## src/rtl/bsg_fifo_1r1w_rolly_spec.sv

```systemverilog
// Two-sided speculative ("rolly") 1R1W FIFO with synchronous-read storage and a write-to-read bypass.
// Write-side speculation is compiled in only when BSG_FIFO_ROLLY_WSPEC_EN is defined.
module bsg_fifo_1r1w_rolly_spec #(
  parameter int width_p            = 8,
  parameter int lg_size_p          = 2,
  parameter bit ready_THEN_valid_p = 1'b0
) (
  input  logic               clk_i,
  input  logic               reset_i,
  input  logic               clr_v_i,
  input  logic [width_p-1:0] data_i,
  input  logic               v_i,
  output logic               ready_o,
  input  logic               w_commit_i,
  input  logic               w_roll_i,
  output logic [width_p-1:0] data_o,
  output logic               v_o,
  input  logic               yumi_i,
  input  logic               r_commit_i,
  input  logic               r_roll_i
);

  localparam int els_lp = 1 << lg_size_p;

  typedef logic [lg_size_p:0]   ptr_t;
  typedef logic [lg_size_p-1:0] addr_t;

  ptr_t wptr, wcptr, rptr, rcptr;
  ptr_t wptr_n, wcptr_n, rptr_n, rcptr_n;
  ptr_t wptr_inc, rptr_inc;

  logic full, empty, enq, bypass;
  logic w_commit, w_roll;

  logic [width_p-1:0] mem [els_lp];
  logic [width_p-1:0] mem_data_p1;
  logic [width_p-1:0] bypass_data_p1;
  logic               bypass_sel_p1;

`ifdef BSG_FIFO_ROLLY_WSPEC_EN
  assign w_commit = w_commit_i;
  assign w_roll   = w_roll_i;
`else
  // Every enqueue is implicitly committed; the write-side controls have no effect.
  logic unused_wspec;
  assign unused_wspec = w_commit_i ^ w_roll_i;
  assign w_commit     = 1'b0;
  assign w_roll       = 1'b0;
`endif

  // Occupancy is measured against the committed read pointer so that speculatively
  // dequeued entries stay reclaimable until the reader commits.
  assign full  = (ptr_t'(wptr - rcptr) == ptr_t'(els_lp));
  assign empty = (rptr == wcptr);

  assign ready_o = ~reset_i & ~clr_v_i & ~w_roll & ~full;
  assign v_o     = ~reset_i & ~clr_v_i & ~r_roll_i & ~empty;
  assign enq     = v_i & (ready_o | ready_THEN_valid_p);

  assign wptr_inc = wptr + ptr_t'(enq);
  assign rptr_inc = rptr + ptr_t'(yumi_i);

  always_comb begin
    wptr_n  = wptr_inc;
    wcptr_n = wcptr;
    if (clr_v_i) begin
      wptr_n  = '0;
      wcptr_n = '0;
    end else begin
      if (w_roll) wptr_n = wcptr;
      if (w_commit & ~w_roll) wcptr_n = wptr_inc;
    end
`ifndef BSG_FIFO_ROLLY_WSPEC_EN
    wcptr_n = wptr_n;
`endif
  end

  always_comb begin
    rptr_n  = rptr_inc;
    rcptr_n = rcptr;
    if (clr_v_i) begin
      rptr_n  = '0;
      rcptr_n = '0;
    end else begin
      if (r_roll_i) rptr_n = rcptr;
      if (r_commit_i & ~r_roll_i) rcptr_n = rptr_inc;
    end
  end

  // A write landing on the slot about to be read cannot go through the memory,
  // which does not forward same-address writes, so it is steered around it.
  assign bypass = enq & (addr_t'(wptr) == addr_t'(rptr_n));

  always_ff @(posedge clk_i) begin
    if (reset_i) begin
      wptr          <= '0;
      wcptr         <= '0;
      rptr          <= '0;
      rcptr         <= '0;
      bypass_sel_p1 <= 1'b0;
    end else begin
      wptr          <= wptr_n;
      wcptr         <= wcptr_n;
      rptr          <= rptr_n;
      rcptr         <= rcptr_n;
      bypass_sel_p1 <= bypass;
    end
  end

  // Stage p1: synchronous memory read of the next head, or the bypassed write data.
  always_ff @(posedge clk_i) begin
    if (enq) mem[addr_t'(wptr)] <= data_i;
    if (bypass) bypass_data_p1 <= data_i;
    else        mem_data_p1    <= mem[addr_t'(rptr_n)];
  end

  assign data_o = bypass_sel_p1 ? bypass_data_p1 : mem_data_p1;

  always_ff @(posedge clk_i) begin
    if (!reset_i) assert (!yumi_i || v_o);
  end

endmodule

```

## config.mk

```make
export PLATFORM = sky130hd
export DESIGN_NAME = bsg_fifo_1r1w_rolly_spec
export DESIGN_NICKNAME = d
export VERILOG_FILES = /design/src/rtl/bsg_fifo_1r1w_rolly_spec.sv
export SDC_FILE = /design/constraint.sdc
export NUM_CORES = 1
export LEC_CHECK = 0
export CORE_MARGIN = 5
export CORE_UTILIZATION = 35
export CTS_BUF_LIST = sky130_fd_sc_hd__clkbuf_16
export CTS_CLUSTER_DIAMETER = 200
export DETAILED_ROUTE_END_ITERATION = 8
export GPL_TIMING_DRIVEN = 0
export HOLD_SLACK_MARGIN = 0.1
export PLACE_DENSITY = 0.62
export SYNTH_ARGS = -nofsm -noshare
export SYNTH_HDL_FRONTEND = slang
export SYNTH_SLANG_ARGS = --single-unit
export TNS_END_PERCENT = 50
```

## constraint.sdc

```tcl
create_clock -name clk_i -period 2.2 [get_ports clk_i]
set_input_delay 0.44 -clock clk_i [delete_from_list [all_inputs] [get_ports clk_i]]
set_output_delay 0.44 -clock clk_i [all_outputs]
set_load 0.03 [all_outputs]
```

==> results by group <==
Critical path
  – CP max stage delay: 480 ps
  – Worst-path fanout max: 7
  – Crit-path slowest cell: clkdlybuf4s50_1
  – WP data arrival: 1710 ps
  – CP endpoint kind: output port
  – Crit Path Category: primary input to output port
  – Startpoint types: primary input
  – Critical Path Source: reset_i
  – RR Startpoint: rptr[0]
  – WP data required: 1760 ps
  – Crit path cell chain: clkdlybuf4s50_1, or2_4, a311oi_2, buf_4

Clocking
  – CTS tree: built
  – Clk slew on worst S/H paths: 50 ps
  – Clock Latency Late Sink: 320 ps
  – Clock sink count: 58
  – Hold_buf cts: 0
  – TritonCTS Buffers: 9
  – H-tree levels: 3
  – Root Driver: clkbuf_16
  – Bufs on Longest Clock Path: 2

Final layout
  – Post-route insts no fill: 249
  – Ratio of cells with drive above 1 in the final layout: 0.366
  – N_diodes: 0
  – Area Overhead vs Synth: 34.0%
  – Nets: 190
  – Post-layout util: 0.488

Synth
  – Flops & latches, synth: 58
  – Yosys cell types: 27
  – Yosys warns: 0
  – Seq/Total Area, Yosys: 0.702
  – Post-Syn Instances: 128
  – Yosys top cell area share: 0.616
  – Post-synth net total: 151
  – Largest cells by area after synthesis: edfxtp_1 62%, dfxtp_1 8.6%, mux4_2 7.7%
  – Synth Area per Inst: 18.3 sq um
  – Mapped Area: 0.00234 sq mm
  – Cell taking the most area after synthesis: edfxtp_1

Timing
  – Max_slew headroom: 0.709
  – Worst Skew: 4.02 ps
  – Worst-Margin Slew: 437 ps
  – Endpoints failing hold: 0
  – Fin crit period: 2150 ps
  – Final setup fails: 0
  – Final slew viol count: 0
  – Final Cycle Share: 0.977
  – Fmax: 465 MHz
  – RSZ-0062 raised after global routing: no
  – Final setup TNS: 0 ps

Pwr
  – Leak: 1.07 nW
  – Worst VDD drop: 0.000430 V
  – Tot Pwr: 0.00274 W
  – PwrDens: 874 mW/mm^2

Detailed routing
  – Met2 Wirelength: 2170 um
  – Routed length per instance: 17.3 um
  – Drt total wl: 4310 um
  – Metal3 WL: 208 um
  – Highest Signal Layer: met4
  – Initial DRC count: 73
  – Routed Antenna Nets: 0
  – Vias per inst: 4.99
  – Remaining DRCs: 0
  – First-pass iteration count of the detailed router: 4
  – M1 WL: 1890 um
  – Vias: 1,242

Place
  – DPL Wire Length: 2780 um
  – Routability cong.: 0.818
  – Dpl cells: 228
  – PortBufs: 23

Status
  – Status: finished clean

Global route
  – First-pass GRT wire length: 6940 um
  – Vias in the first global route: 1,320
  – Largest net degree at the start of global routing: 12
  – GRT Total Usage: 0.111
  – Initial antenna violation count: 0
  – Grt total ovfl: 0

Die
  – Site Rows: 29
  – Core box area: 0.00642 sq mm
  – Die height: 91.8 um
  – Ports: 27
  – Chip width: 91.8 um
  – Initial core utilization: 0.364
  – DIE AREA: 0.00842 sq mm

Run
  – Max-cap viol count: 0

Worst hold path
  – Hold crit path type: primary input to flop
  – Hold_sp: r_roll_i
## placed cells by master, fill, tap and decap left out, types with 3 or more instances in the layout
master / count
mux2_2: 8
nor2_1: 8
xnor2_1: 6
clkbuf_16: 9
clkinv_2: 3
dfxtp_1: 7
edfxtp_1: 48
clkdlybuf4s50_1: 11
mux4_2: 8
buf_12: 3
dlygate4sd2_1: 10
ha_1: 4
buf_4: 6
## cells by family (layout without fill, tap and decap cells)
group | count (synthesis) | after routing | synth area share
and+or+nand+nor | 25 | 25 | 0.0647
DFF | 58 | 58 | 0.702
AOI/OAI and AO/OA | 6 | 6 | 0.0230
buffers and inverters | 5 | 49 | 0.0112
adders and majority gates | 6 | 6 | 0.0321
muxes | 19 | 19 | 0.134
xor gates and xnor gates | 9 | 9 | 0.0337
## sequential cells by signal, indices dropped and copies added (netlist names)
name,count
mem,32
mem_data_p1,8
wcptr,3
rptr,3
rcptr,3
bypass_sel_p1,1
bypass_data_p1,8
## worst max-delay path: cells and delay by family
family          cells  cell delay [ps]
compound gates      1              280
buf+inv             2              690
simple gates        1              300
## cell usage after synthesis
cell	number
edfxtp_1	48
dfxtp_1	10
xnor2_1	9
mux2_2	8
mux4_2	8
nor2_1	8
ha_1	6
and3_1	4
a21oi_1	2
and2_1	2
clkbuf_1	2
inv_1	2
mux2i_1	2
nor2b_1	2
nor3_1	2
nor3b_1	2
a211oi_1	1
a311oi_1	1
a31oi_1	1
a31oi_4	1
buf_6	1
mux2i_4	1
nand2_1	1
nand3_1	1
nor2_4	1
nor2_8	1
or2_2	1
## report_power, final
part	switching, W	internal [W]	leakage [nW]
sequential	0.00000961	0.00122	0.528
combinational	0.0000959	0.0000813	0.399
clock	0.000466	0.000872	0.145
total	0.000572	0.00217	1.07
## what timing repair did
| item | CTS | global route |
|---|---|---|
| pin swaps | 2 | 2 |
| resized for setup | 46 | 1 |
| setup buffers | 5 | 2 |
| setup endpoints to repair | 66 | 13 |
| hold endpoints to repair | 0 | 0 |
## worst paths after layout
| kind | slack (ps) | cells after the start | end |
|---|---|---|---|
| worst min-delay path | 440 | 3 | rptr[2] |
| worst max-delay path | 50 | 4 | v_o |
| worst max register to register | 150 | 7 | bypass_data_p1[4] |
| worst min register to register | 550 | 2 | rcptr[2] |
## area by class of cell
type	count	area [sq um]
fill	520	3290
buffer	1	11.3
sequential	58	1650
clock inverter	7	70.1
tap	77	96.3
multi-input combinational	65	774
inverter	2	7.51
clock buffer	9	225
timing repair buffer	30	303
## routing by layer
metal,GRT usage,vias to the layer above
met3,0.0385,4
met5,0,-
met1,0.133,620
met4,0.0520,0
met2,0.181,41
li1,-,577
## stage by stage
step | hold WS (ps) | area [sq um] | worst slack, ps
floorplan | 487 | 2340 | -92.7
global placement | 517 | 2670 | -1040
detailed placement | 543 | 2670 | -1180
CTS | 418 | 3120 | 44.8
global route | 429 | 3140 | 20.5
finish | 436 | 3140 | 50.2
(Power assumes the default switching activity.)
